[src/rtl/bank_pkg.sv]
// ============================================================================
// Module      : bank_pkg
// Description : Shared widths, FSM states and grant encoding for the BIU
//               request queue.
// Revision    : 1.0 - initial release
// ============================================================================
`default_nettype none

package bank_pkg;

  localparam int SET_WAY_W = 6;
  localparam int LINE_OFS  = 5;

  typedef enum logic [1:0] {
    S_IDLE = 2'd0,
    S_AR   = 2'd1,
    S_AW   = 2'd2
  } biu_q_state_e;

  typedef enum logic {
    GNT_AR = 1'b0,
    GNT_AW = 1'b1
  } biu_q_grant_e;

endpackage

`default_nettype wire

[src/rtl/bank_biu_req_fifo.sv]
// ============================================================================
// Module      : bank_biu_req_fifo
// Description : Synchronous FIFO with registered head, no empty bypass.
// Revision    : 1.0 - initial release
// ============================================================================
`default_nettype none

module bank_biu_req_fifo #(
  parameter int WIDTH = 33,
  parameter int DEPTH = 4
) (
  input  logic                     clk_i,
  input  logic                     rst_i,
  input  logic                     push_i,
  input  logic [WIDTH-1:0]         data_i,
  output logic                     full_o,
  input  logic                     pop_i,
  output logic                     empty_o,
  output logic [$clog2(DEPTH):0]   count_o,
  output logic [WIDTH-1:0]         head_o
);

  localparam int IDX_W = $clog2(DEPTH);
  localparam int PTR_W = IDX_W + 1;

  logic [WIDTH-1:0] mem_q [DEPTH];
  logic [PTR_W-1:0] wr_ptr_q, wr_ptr_d;
  logic [PTR_W-1:0] rd_ptr_q, rd_ptr_d;
  logic             push_ok;
  logic             pop_ok;

  // Extra pointer MSB distinguishes full from empty when low bits match.
  assign full_o  = (wr_ptr_q[IDX_W] != rd_ptr_q[IDX_W]) &&
                   (wr_ptr_q[IDX_W-1:0] == rd_ptr_q[IDX_W-1:0]);
  assign empty_o = (wr_ptr_q == rd_ptr_q);
  assign count_o = wr_ptr_q - rd_ptr_q;
  assign head_o  = mem_q[rd_ptr_q[IDX_W-1:0]];

  assign push_ok = push_i & ~full_o;
  assign pop_ok  = pop_i & ~empty_o;

  assign wr_ptr_d = wr_ptr_q + PTR_W'(push_ok);
  assign rd_ptr_d = rd_ptr_q + PTR_W'(pop_ok);

  always_ff @(posedge clk_i or negedge rst_i) begin
    if (!rst_i) begin
      wr_ptr_q <= '0;
      rd_ptr_q <= '0;
      for (int i = 0; i < DEPTH; i++) begin
        mem_q[i] <= '0;
      end
    end else begin
      wr_ptr_q <= wr_ptr_d;
      rd_ptr_q <= rd_ptr_d;
      if (push_ok) begin
        mem_q[wr_ptr_q[IDX_W-1:0]] <= data_i;
      end
    end
  end

endmodule

`default_nettype wire

[src/rtl/bank_biu_req_queue.sv]
// ============================================================================
// Module      : bank_biu_req_queue
// Description : Registered AR/AW request queue between htu and biu with a
//               round-robin, request-locked channel arbiter.
// Revision    : 1.0 - initial release
// ============================================================================
`default_nettype none

module bank_biu_req_queue
  import bank_pkg::*;
#(
  parameter int ADDR_WIDTH = 32,
  parameter int DEPTH      = 4
) (
  input  logic                           clk_i,
  input  logic                           rst_i,
  input  logic                           htu_q_arvalid_i,
  output logic                           htu_q_arready_o,
  input  logic [ADDR_WIDTH-LINE_OFS-1:0] htu_q_araddr_i,
  input  logic [SET_WAY_W-1:0]           htu_q_ar_set_way_i,
  input  logic                           htu_q_awvalid_i,
  output logic                           htu_q_awready_o,
  input  logic [ADDR_WIDTH-LINE_OFS-1:0] htu_q_awaddr_i,
  input  logic [SET_WAY_W-1:0]           htu_q_aw_set_way_i,
  output logic                           q_biu_arvalid_o,
  input  logic                           q_biu_arready_i,
  output logic [ADDR_WIDTH-LINE_OFS-1:0] q_biu_araddr_o,
  output logic                           q_biu_awvalid_o,
  input  logic                           q_biu_awready_i,
  output logic [ADDR_WIDTH-LINE_OFS-1:0] q_biu_awaddr_o,
  output logic [SET_WAY_W-1:0]           q_biu_set_way_o,
  output logic                           q_idle_o
);

  localparam int LA_W  = ADDR_WIDTH - LINE_OFS;
  localparam int ENT_W = LA_W + SET_WAY_W;
  localparam int CNT_W = $clog2(DEPTH) + 1;

  biu_q_state_e state_q, state_d;
  biu_q_grant_e last_grant_q, last_grant_d;

  logic             ar_full, ar_empty, ar_pop;
  logic             aw_full, aw_empty, aw_pop;
  logic [CNT_W-1:0] ar_count, aw_count;
  logic [ENT_W-1:0] ar_head, aw_head;

  bank_biu_req_fifo #(
    .WIDTH (ENT_W),
    .DEPTH (DEPTH)
  ) u_ar_fifo (
    .clk_i   (clk_i),
    .rst_i   (rst_i),
    .push_i  (htu_q_arvalid_i),
    .data_i  ({htu_q_araddr_i, htu_q_ar_set_way_i}),
    .full_o  (ar_full),
    .pop_i   (ar_pop),
    .empty_o (ar_empty),
    .count_o (ar_count),
    .head_o  (ar_head)
  );

  bank_biu_req_fifo #(
    .WIDTH (ENT_W),
    .DEPTH (DEPTH)
  ) u_aw_fifo (
    .clk_i   (clk_i),
    .rst_i   (rst_i),
    .push_i  (htu_q_awvalid_i),
    .data_i  ({htu_q_awaddr_i, htu_q_aw_set_way_i}),
    .full_o  (aw_full),
    .pop_i   (aw_pop),
    .empty_o (aw_empty),
    .count_o (aw_count),
    .head_o  (aw_head)
  );

  assign htu_q_arready_o = ~ar_full;
  assign htu_q_awready_o = ~aw_full;

  assign q_biu_arvalid_o = (state_q == S_AR);
  assign q_biu_awvalid_o = (state_q == S_AW);
  assign q_biu_araddr_o  = ar_head[ENT_W-1:SET_WAY_W];
  assign q_biu_awaddr_o  = aw_head[ENT_W-1:SET_WAY_W];
  // Single shared set_way bus; channel is selected by the locked grant.
  assign q_biu_set_way_o = (state_q == S_AW) ? aw_head[SET_WAY_W-1:0]
                                             : ar_head[SET_WAY_W-1:0];
  assign q_idle_o        = ar_empty & aw_empty & (state_q == S_IDLE);

  assign ar_pop = (state_q == S_AR) & q_biu_arready_i;
  assign aw_pop = (state_q == S_AW) & q_biu_awready_i;

  always_comb begin
    state_d      = state_q;
    last_grant_d = last_grant_q;
    unique case (state_q)
      S_IDLE: begin
        if (!ar_empty && !aw_empty) begin
          state_d = (last_grant_q == GNT_AW) ? S_AR : S_AW;
        end else if (!ar_empty) begin
          state_d = S_AR;
        end else if (!aw_empty) begin
          state_d = S_AW;
        end
      end
      S_AR: begin
        if (q_biu_arready_i) begin
          last_grant_d = GNT_AR;
          // Counts exclude this cycle's push; new entries re-enter via S_IDLE.
          if (!aw_empty) begin
            state_d = S_AW;
          end else if (ar_count > CNT_W'(1)) begin
            state_d = S_AR;
          end else begin
            state_d = S_IDLE;
          end
        end
      end
      S_AW: begin
        if (q_biu_awready_i) begin
          last_grant_d = GNT_AW;
          if (!ar_empty) begin
            state_d = S_AR;
          end else if (aw_count > CNT_W'(1)) begin
            state_d = S_AW;
          end else begin
            state_d = S_IDLE;
          end
        end
      end
      default: begin
        state_d = S_IDLE;
      end
    endcase
  end

  always_ff @(posedge clk_i or negedge rst_i) begin
    if (!rst_i) begin
      state_q      <= S_IDLE;
      last_grant_q <= GNT_AW;
    end else begin
      state_q      <= state_d;
      last_grant_q <= last_grant_d;
    end
  end

endmodule

`default_nettype wire

[config.mk]
export PLATFORM = sky130hd
export DESIGN_NAME = bank_biu_req_queue
export DESIGN_NICKNAME = d
export VERILOG_FILES = /design/src/rtl/bank_pkg.sv /design/src/rtl/bank_biu_req_fifo.sv /design/src/rtl/bank_biu_req_queue.sv
export SDC_FILE = /design/constraint.sdc
export NUM_CORES = 1
export LEC_CHECK = 0
export ABC_AREA = 1
export BUFFER_PORTS_ARGS = -buffer_cell sky130_fd_sc_hd__buf_2
export CAP_MARGIN = 20
export CORE_AREA = 2 2 150 152
export CTS_CLUSTER_DIAMETER = 60
export DETAILED_ROUTE_END_ITERATION = 12
export DIE_AREA = 0 0 152 154
export GPL_ROUTABILITY_DRIVEN = 0
export GPL_TIMING_DRIVEN = 0
export PLACE_DENSITY_LB_ADDON = 0.25
export RECOVER_POWER = 50
export SYNTH_ARGS = -nofsm -noshare
export SYNTH_HDL_FRONTEND = slang
export SYNTH_HIERARCHICAL = 1
export SYNTH_SLANG_ARGS = --single-unit
export TNS_END_PERCENT = 30
[constraint.sdc]
create_clock -name clk_i -period 6.9 [get_ports clk_i]
set_input_delay 0.345 -clock clk_i [delete_from_list [all_inputs] [get_ports clk_i]]
set_output_delay 0.345 -clock clk_i [all_outputs]
set_load 0.01 [all_outputs]
==> metrics, run 1 <==
run status=complete, but fails checks; failing checks=capacitance limit, slew limit; endpoints failing hold=0; Top cell by count, worst path=inv_1; Die Ht=154 um; drt first pass iters=7; actual slew at the worst max-slew pin=3.33 ns; Syn Std Cell Area=13800 um2; M2 GR Usage=0.557; PortBufs=136; area of placed instances=14800 um2; grt ovf=0; io pins=137; Pwr per Cell Area=561 nW/um2; GR Util All Layers=0.369; Final HPWL DP=28500 um; skew final=0.0204 ns; grt peak-use layer=met2; final instance area=15800 um2; Via Count=13.9k; Filler cells=1700; critical path arrival=3.57 ns; grt met1 use=0.531; CTS sink cnt=279; Power Internal=4780 uW; total power=8850 uW; grt met3 use=0.0792; Sw Pwr=4070 uW; Pleak=0.00811 uW; antenna violations before repair=4; RSZ-0062 raised after global routing=false; die area=23400 um2; flop2flop setup slack=3.32 ns; critical path cell sequence=inv_1 -> clkbuf_1 -> ha_1 -> nand2_1 -> inv_1 -> nand3_1 -> clkbuf_1 -> clkbuf_1 -> inv_1 -> inv_1 -> buf_2; Worst slew margin=-1.22; kind of end point of the critical path=primary output; Syn Area/Cell=8.17 um2; Slowest-stage cell, CP=dfrtp_1; share of cells above drive strength 1=0.149; Hold Crit Class=in -> reg; DRT iter0 DRCs=1834; WP data required=6.55 ns; Tmin final=3.91 ns; setup violators final=0; H-tree levels=1; DRT antenna net count=0; number of buffers created by CTS=29; startpoint types=flop; Worst-path clk slew=0.06 ns; FF/Latch Area=6980 um2; Vias/cell=6.42; Multi-input gate area=5820 um2; VDD IR-drop max=0.276 mV; Root Buffer=clkbuf_16; vias in the first global route=13.6k; CP max FO=10; post-DR wirelength/cell=20.2 um; Area growth syn-to-layout=14.7%; Gate Count Post-Synth=1683; row count=54; initial core utilization=0.634; Max clock buf depth=3; Core ar.=21700 um2; post-cts repair resize count=0; Final period util=0.567; max incr delay on CP=0.54 ns; Max Freq=0.256 GHz; Skew-Pair Late Insertion Delay=0.56 ns; switching share of power=0.460; Comb power frac=0.495; final net count=1939; DRC=0; largest net degree at the start of global routing=112; first-pass GRT wire length=69800 um; WS Path Type=reg -> out; CTS tree=built; Clk network pwr share=0.181; final WL=43600 um; fin cells=2159; DIE WIDTH=152 um; synth warn=6; Syn Nets=1769; Final Max Tran Viols=59; Setup Total Neg Slack=0 ns; Max-Cap Viols=1; dpl cells=2101; sequential share of power=0.324
[repair_timing]
| action | CTS | global route |
|---|---|---|
| setup buffers | 0 | 0 |
| hold endpoints to repair | 58 | 0 |
| setup endpoints to repair | 0 | 0 |
| hold buffers | 1 | 0 |
[power groups by stage]
stage	clock, uW	combinational [uW]	sequential [uW]
global route	1680	4780	2940
global placement	0	4130	2820
CTS	1610	4300	2840
detailed placement	0	4250	2850
finish	1600	4380	2870
floorplan	0	2860	2730
[layout by cell type (no fill, tap or decap), drive strengths merged]
cell type / instances
o21ai: 137
diode: 4
nand2: 566
xnor2: 1
dlygate4sd3: 1
nand3: 13
clkinv: 6
fa: 2
o22ai: 66
ha: 12
clkbuf: 114
bufinv: 3
inv: 36
nand4: 264
dfrtp: 278
a21oi: 2
xor2: 5
dfstp: 1
nor2: 151
buf: 217
[final cells by class]
type	instances	share of cell area
Antenna cell	4	0.000635
Buffer	148	0.0476
Clock buffer	45	0.0543
Clock inverter	8	0.00754
Inverter	37	0.00880
Multi-Input combinational cell	1219	0.369
Sequential cell	279	0.443
Tap cell	280	0.0222
Timing Repair Buffer	139	0.0471
[state kept, by name (all words and copies together), names as in the netlist]
| register | count |
|---|---|
| u_ar_fifo/mem_q | 132 |
| u_ar_fifo/wr_ptr_q | 3 |
| last_grant_q | 1 |
| u_aw_fifo/wr_ptr_q | 3 |
| state_q | 2 |
| u_ar_fifo/rd_ptr_q | 3 |
| u_aw_fifo/mem_q | 132 |
| u_aw_fifo/rd_ptr_q | 3 |
[through the flow]
stage / util / setup WS [ns] / hold WS [ns]
2_1_floorplan: - / 4.69 / 0.0494
3_3_place_gp: 0.682 / 0.375 / 0.447
3_5_place_dp: 0.685 / 4.02 / 0.308
4_1_cts: 0.730 / 3.53 / 0.0676
5_1_grt: 0.727 / 2.82 / 0.0711
6_report: 0.727 / 2.99 / 0.0752
[final timing paths]
path                            cells past startpoint             startpoint               endpoint
worst max-delay path                               11  u_aw_fifo/rd_ptr_q[1]        htu_q_awready_o
worst min-delay path                                3      htu_q_awaddr_i[6]    u_aw_fifo/mem_q[78]
worst max register to register                     13  u_aw_fifo/rd_ptr_q[1]  u_aw_fifo/wr_ptr_q[2]
worst min register to register                      2    u_ar_fifo/mem_q[87]    u_ar_fifo/mem_q[87]
max in group asynchronous                           2                  rst_i    u_ar_fifo/mem_q[36]
min in group asynchronous                           2                  rst_i    u_aw_fifo/mem_q[29]
[critical path, delay by kind of cell (launching register included)]
kind	cells	cell delay (ns)
and+or+nand+nor	2	0.19
adders and majority gates	1	0.32
buffers and inverters	8	1.95
DFF	1	0.54
[per-layer routing]
layer  wire [um]  share of wire
met1       17300           0.40
met2       19200           0.44
met3        5630           0.13
met4        1450          0.033
met5           0              0
Power figures use the tool's default switching activity.
==> run 2: changes to the inputs <==
--- a/config.mk
+++ b/config.mk
@@ -8,10 +8,10 @@
 export ABC_AREA = 1
 export BUFFER_PORTS_ARGS = -buffer_cell sky130_fd_sc_hd__buf_2
 export CAP_MARGIN = 20
-export CORE_AREA = 2 2 150 152
+export CORE_AREA = 2 2 155 157
 export CTS_CLUSTER_DIAMETER = 60
 export DETAILED_ROUTE_END_ITERATION = 12
-export DIE_AREA = 0 0 152 154
+export DIE_AREA = 0 0 157 159
 export GPL_ROUTABILITY_DRIVEN = 0
 export GPL_TIMING_DRIVEN = 0
 export PLACE_DENSITY_LB_ADDON = 0.25
==> constraint.sdc (replaced) <==
create_clock -name clk_i -period 4.06 [get_ports clk_i]
set_input_delay 0.203 -clock clk_i [delete_from_list [all_inputs] [get_ports clk_i]]
set_output_delay 0.203 -clock clk_i [all_outputs]
set_load 0.01 [all_outputs]
==> run 2 against run 1 <==
  * The run still ends with capacitance limit, slew limit left
  * Worst setup slack got worse by 2.4 ns
  * Global-route usage decreased by 2.0 points
  * Sequential power grew 69%
  * Hold slack better by 0.10 ns
  * Combinational power increased by 71%
  * Total power grew 71%
  * Sequential cell count stayed put
  * First-iteration DRC count is 1.5% higher
  * Via count is 0.63% higher
  * Non-clock buffer count up 68
==> metrics, run 2 (synthesis gave the netlist of run 1 again) <==
biggest regs=u_ar_fifo/mem_q x132, u_aw_fifo/mem_q x132; Via Count=13.9k (+0.63%); Root Buffer=clkbuf_16; final WL=43800 um (+0.28%); commonest non-fill, non-tap cells in the layout=565 x nand2_1, 278 x dfrtp_1, 264 x nand4_1; Final period util=0.857; r2r startpoint=u_aw_fifo/rd_ptr_q[1]; first-pass GRT wire length=69500 um (-0.34%); Worst slew margin=-0.496 (+0.723); post-DR wirelength/cell=19.3 um (-4.4%); DRT antenna net count=0 (unchanged); Core ar.=23200 um2 (+6.9%); commonest non-fill, non-tap cell in the layout=nand2_1; Filler cells=1844 (+8.5%); setup violators final=0 (unchanged); io pins=137 (unchanged); Worst-path clk slew=0.06 ns (about the same); Top cell by count, worst path=inv_1; failing checks=capacitance limit, slew limit; antenna violations before repair=0 (-4); DIE WIDTH=157 um (+3.3%); number of buffers created by CTS=31 (+6.9%); GR Util All Layers=0.348 (-0.0203); total power=15200 uW (+71%); Tmin final=3.48 ns; Skew-Pair Late Insertion Delay=0.57 ns (about the same); Pwr per Cell Area=917 nW/um2 (+63%); postcts setup bufs=0 (unchanged); RSZ-0062 raised after global routing=false; Area growth syn-to-layout=20.3%; PortBufs=136 (unchanged); CTS tree=built; VDD IR-drop max=0.483 mV (+75%); Final HPWL DP=28500 um (+0.14%); fin cells=2264 (+4.9%); Die Ht=159 um (+3.2%); die area=25000 um2 (+6.6%); initial core utilization=0.593 (-0.0411); WS Path Type=reg -> out; max incr delay on CP=0.50 ns (-0.04 ns); DRT iter0 DRCs=1862 (+1.5%); final net count=2009 (+3.6%); actual slew at the worst max-slew pin=2.24 ns (-1.08 ns); critical path cell sequence=inv_1 -> clkbuf_1 -> ha_1 -> nand2_1 -> inv_1 -> nand3_1 -> clkbuf_1 -> buf_6 -> inv_1 -> inv_1 -> buf_2; WP buf/inv=8 (unchanged); cell depth of the worst min-delay path=4 (+1); hold_ws=0.176 ns (+0.101 ns); Slowest-stage cell, CP=dfrtp_1; share of cells above drive strength 1=0.141 (-0.00793); Hold EP=u_ar_fifo/mem_q[0]; endpoints failing hold=0 (unchanged); drt first pass iters=6 (-1); Final Max Tran Viols=89 (+51%); startpoint types=flop; largest net degree at the start of global routing=106 (-5.4%); row count=56 (+3.7%); Max Freq=0.287 GHz; DRC=0 (unchanged); Vias/cell=6.16 (-4.0%); Hold Crit Class=in -> reg; R2R cell count=13 (unchanged); vias in the first global route=13.4k (-1.7%); run status=complete, but fails checks; grt ovf=0 (unchanged); hold buffers post-CTS=69 (+68); Max-Cap Viols=1 (unchanged); Max clock buf depth=3 (unchanged); CP max FO=11 (+1); critical path arrival=3.28 ns (-0.29 ns); kind of end point of the critical path=primary output; Pleak=0.00839 uW (+3.3%); Crit path max-delay family=buffers and inverters; hold_sp=htu_q_arvalid_i; post-cts repair resize count=0 (unchanged); CTS sink cnt=279 (unchanged); flop2flop setup slack=0.88 ns (-2.44 ns); ant diodes=0 (-4); dpl cells=2140 (+1.9%); WP data required=3.86 ns (-2.69 ns); H-tree levels=1 (unchanged); worst reg2reg path endpoint=u_aw_fifo/wr_ptr_q[2]; skew final=0.0119 ns (-0.00846 ns)
run 2: changes by cell type in the layout (fill, tap and decap cells not counted), sizes merged:
cell	before	now
buf	217	202
clkinv	6	11
inv	36	37
dlygate4sd3	1	69
clkinvlp	0	2
diode	4	0
clkbuf	114	123
run 2: per-layer routing:
metal / global-route usage / vias up / wire, um
met1: 0.511 / 6660 / 17700
met3: 0.0667 / 145 / 5030
met4: 0.132 / 0 / 1590
met5: 0 / - / 0
li1: - / 6231 / -
met2: 0.516 / 909 / 19500
run 2: how the worst max path moves through the flow:
| stage | start | end | slack, ns | depth (start not counted) |
|---|---|---|---|---|
| floorplan | u_ar_fifo/rd_ptr_q[1] | u_ar_fifo/wr_ptr_q[2] | 1.85 | 13 |
| global placement | rst_i | u_ar_fifo/mem_q[119] | -2.36 | 1 |
| detailed placement | u_aw_fifo/rd_ptr_q[1] | u_aw_fifo/wr_ptr_q[2] | 1.22 | 13 |
| CTS | u_ar_fifo/rd_ptr_q[1] | htu_q_arready_o | 0.87 | 11 |
| global route | u_ar_fifo/rd_ptr_q[1] | htu_q_arready_o | 0.39 | 11 |
| finish | u_ar_fifo/rd_ptr_q[1] | htu_q_arready_o | 0.58 | 11 |
run 2: worst register-to-register path, stage by stage, from the launching register on:
cell      delay (ns)
dfrtp_1         0.52
inv_1           0.26
clkbuf_1        0.43
ha_1            0.33
nand2_1         0.10
inv_1           0.05
nand3_1         0.08
clkbuf_1        0.39
buf_6           0.24
inv_1           0.09
nor2_1          0.13
ha_1            0.17
ha_1            0.16
xor2_1          0.16
run 2: final cells by class:
cell class                      count  area (um2)  share of cell area
Tap cell                          319         399              0.0241
Timing Repair Buffer              207        1390              0.0838
Multi-Input combinational cell   1219        5820               0.352
Inverter                           37         139             0.00840
Buffer                            148         773              0.0468
Sequential cell                   279        6980               0.422
Clock inverter                     16         170              0.0103
Clock buffer                       39         866              0.0523
run 2: stage by stage:
step	area, um2	setup TNS (ns)	utilization	setup WS [ns]
2_1_floorplan	13800	0	-	1.85
3_3_place_gp	14800	-648.81	0.639	-2.36
3_5_place_dp	14900	0	0.642	1.22
4_1_cts	16600	0	0.717	0.869
5_1_grt	16500	0	0.713	0.391
6_report	16500	0	0.713	0.579
run 2: report_power, final:
group / switching [uW] / internal, uW / total [uW]
Sequential: 768 / 4080 / 4850
Clock: 1150 / 1690 / 2840
Combinational: 5040 / 2430 / 7470
==> run 3: changes to the inputs <==
--- a/config.mk
+++ b/config.mk
@@ -6,18 +6,18 @@
 export NUM_CORES = 1
 export LEC_CHECK = 0
 export ABC_AREA = 1
+export ABC_CLOCK_PERIOD_IN_PS = 4059
 export BUFFER_PORTS_ARGS = -buffer_cell sky130_fd_sc_hd__buf_2
 export CAP_MARGIN = 20
-export CORE_AREA = 2 2 155 157
+export CORE_AREA = 2 2 150 152
 export CTS_CLUSTER_DIAMETER = 60
 export DETAILED_ROUTE_END_ITERATION = 12
-export DIE_AREA = 0 0 157 159
+export DIE_AREA = 0 0 152 154
 export GPL_ROUTABILITY_DRIVEN = 0
 export GPL_TIMING_DRIVEN = 0
 export PLACE_DENSITY_LB_ADDON = 0.25
-export RECOVER_POWER = 50
+export RECOVER_POWER = 100
 export SYNTH_ARGS = -nofsm -noshare
 export SYNTH_HDL_FRONTEND = slang
-export SYNTH_HIERARCHICAL = 1
 export SYNTH_SLANG_ARGS = --single-unit
 export TNS_END_PERCENT = 30
==> run 3 against run 2 <==
  * The flow still finishes with violations (capacitance limit, slew limit)
  * Global-route usage shrank 3.8 points
  * Sequential share of layout area increased by 3.5 points
  * Non-clock buffer count decreased by 48
  * Clock skew rose by 0.0019 ns
  * Register-to-register slack got worse by 0.30 ns
  * Largest cell class unchanged
  * Largest power group unchanged
==> metrics, run 3 <==
PortBufs=136 (unchanged); WS Path Type=reg -> reg; Pwr per Cell Area=878 nW/um2 (-4.2%); die area=23400 um2 (-6.2%); post-DR wirelength/cell=17.7 um (-8.4%); io pins=137 (unchanged); r2r startpoint=u_aw_fifo.rd_ptr_q[1]; failing checks=capacitance limit, slew limit; vias in the first global route=11.9k (-11%); Syn Area/Cell=8.56 um2 (+4.8%); ant diodes=0 (unchanged); commonest non-fill, non-tap cell in the layout=o21ai_0; Setup Total Neg Slack=0 ns (unchanged); commonest non-fill, non-tap cells in the layout=379 x o21ai_0, 349 x nand2_1, 278 x dfrtp_1; GR Util All Layers=0.310 (-0.0380); synth warn=0 (-6); Synth area leaders=dfrtp_1 55%, o21ai_0 14%, nand2_1 10%, nor2_1 3.7%, inv_1 3.5%; Main synth FF type=dfrtp_1; Area growth syn-to-layout=19.9%; Via Count=11.7k (-16%); Multi-input gate area=4610 um2 (-21%); top cell type's share of synthesized area=0.547; Core ar.=21700 um2 (-6.5%); largest net degree at the start of global routing=108 (+1.9%); flop2flop setup slack=0.58 ns (-0.30 ns); run status=complete, but fails checks; Final HPWL DP=23100 um (-19%); row count=54 (-3.6%); CP max FO=10 (-1); Max clock buf depth=3 (unchanged); worst reg2reg path endpoint=u_aw_fifo.mem_q[31]; CTS sink cnt=279 (unchanged); Filler cells=1710 (-7.3%); final instance area=15300 um2 (-7.8%); area of placed instances=13800 um2 (-7.2%); Tmin final=3.48 ns (-0.00145 ns); antenna violations before repair=0 (unchanged); drt first pass iters=7 (+1); DRT iter0 DRCs=1117 (-40%); DRC=0 (unchanged); final WL=35900 um (-18%); most common cell in the netlist=nand2_1; share of cells above drive strength 1=0.0893 (-0.0516); Pleak=0.00737 uW (-12%); Hold Crit Class=in -> reg; Syn Std Cell Area=12700 um2 (-7.4%); Max Freq=0.287 GHz (about the same); fin cells=2027 (-10%); unique cell type count in the Yosys netlist=29; Worst-path clk slew=0.06 ns (about the same); FFs w/ async S/R, synth=1.00; VDD IR-drop max=0.470 mV (-2.6%); Seq/Total Area, Yosys=0.549; WP data required=4.48 ns (+0.62 ns); first-pass GRT wire length=59300 um (-15%); Synth area leader=dfrtp_1; FF/Latch Area=6980 um2 (unchanged); Die Ht=154 um (-3.1%); grt ovf=0 (unchanged); H-tree levels=1 (unchanged); worst setup path startpoint=u_aw_fifo.rd_ptr_q[1]; biggest regs=u_ar_fifo.mem_q x132, u_aw_fifo.mem_q x132; skew final=0.0138 ns (+0.00194 ns); CTS tree=built; Root Buffer=clkbuf_16; kind of end point of the critical path=flop; Gate Count Post-Synth=1486 (-12%); final net count=1811 (-9.9%); critical path arrival=3.90 ns (+0.62 ns); Synth Register Bits=279; actual slew at the worst max-slew pin=2.04 ns (-0.205 ns); Final period util=0.857 (about the same); RSZ-0062 raised after global routing=false; endpoints failing hold=0 (unchanged); R2R cell count=11 (-2); startpoint types=flop; Vias/cell=5.75 (-6.7%); list of most frequent post-synthesis cells=348 x nand2_1, 346 x o21ai_0, 278 x dfrtp_1; DIE WIDTH=152 um (-3.2%); DRT antenna net count=0 (unchanged); Skew-Pair Late Insertion Delay=0.55 ns (-0.02 ns); setup violators final=0 (unchanged); initial core utilization=0.587 (-0.00608); Final Max Tran Viols=77 (-13%); EDFF count, synth=0; critical path capture point=u_aw_fifo.mem_q[31]; dpl cells=1904 (-11%); number of buffers created by CTS=29 (-6.5%); Syn Nets=1572 (-11%); Max-Cap Viols=1 (unchanged); Worst slew margin=-0.359 (+0.137)
## run 3: worst min path at each step
stage / cells after the start / startpoint / end / slack [ns]
final: 4 / htu_q_awvalid_i / u_aw_fifo.wr_ptr_q[0] / 0.08
after CTS: 4 / htu_q_awvalid_i / u_aw_fifo.wr_ptr_q[0] / 0.06
after global routing: 4 / htu_q_awvalid_i / u_aw_fifo.wr_ptr_q[0] / 0.11
after detailed placement: 1 / rst_i / u_ar_fifo.mem_q[13] / 0.21
after global placement: 3 / htu_q_araddr_i[18] / u_ar_fifo.mem_q[24] / 0.42
after floorplan: 0 / rst_i / state_q[0] / -0.09
## run 3: power breakdown
| part | switching, uW | internal [uW] | total [uW] |
|---|---|---|---|
| clock | 1090 | 1660 | 2750 |
| combinational | 3890 | 1920 | 5810 |
| sequential | 734 | 4100 | 4830 |
| total | 5710 | 7680 | 13400 |
## run 3: repair_timing
item	4_1_cts	5_1_grt
setup buffers	0	0
hold buffers	70	0
endpoints found under the hold margin	310	0
resized for setup	0	0
## run 3: final cells by class
| type | count | area share |
|---|---|---|
| multi-input combinational | 986 | 0.302 |
| buffer | 99 | 0.0329 |
| clock inverter | 8 | 0.00779 |
| tap | 280 | 0.0230 |
| sequential | 279 | 0.458 |
| timing repair buffer | 208 | 0.0891 |
| inverter | 122 | 0.0300 |
| clock buffer | 45 | 0.0574 |
## run 3: worst max-delay path, cell delays in order, from the launching register on
cell and delay [ns]:
dfrtp_1 0.53, inv_1 0.26, clkbuf_1 0.52, ha_1 0.34, nand2_1 0.06, inv_1 0.07, nand3_1 0.11, nand2_1 0.09
nor3_1 0.41, clkbuf_1 0.49, buf_2 0.35, o21ai_0 0.12
## run 3: cells by family (layout without fill, tap and decap cells)
family | after synthesis | in the layout | share of synthesized area
compound gates | 472 | 472 | 0.198
buf+inv | 221 | 482 | 0.0836
xor+xnor | 4 | 4 | 0.00275
flops | 279 | 279 | 0.549
simple gates | 496 | 496 | 0.152
fa+ha+maj | 14 | 14 | 0.0149
## run 3: per-layer routing
metal | vias up | global-route usage | wire [um]
met2 | 573 | 0.494 | 16400
li1 | 5348 | - | -
met4 | 0 | 0.104 | 1060
met1 | 5639 | 0.437 | 15500
met3 | 93 | 0.0544 | 2980
met5 | - | 0 | 0
## run 3: through the flow
step | utilization | setup slack, ns | power (uW) | hold slack [ns]
after floorplan | - | 1.94 | 8560 | -0.0926
after global placement | 0.634 | -2.28 | 10500 | 0.419
after detailed placement | 0.637 | 1.05 | 10700 | 0.213
after CTS | 0.716 | 1.02 | 13600 | 0.0566
after global routing | 0.703 | 0.464 | 14400 | 0.107
final | 0.703 | 0.581 | 13400 | 0.0847
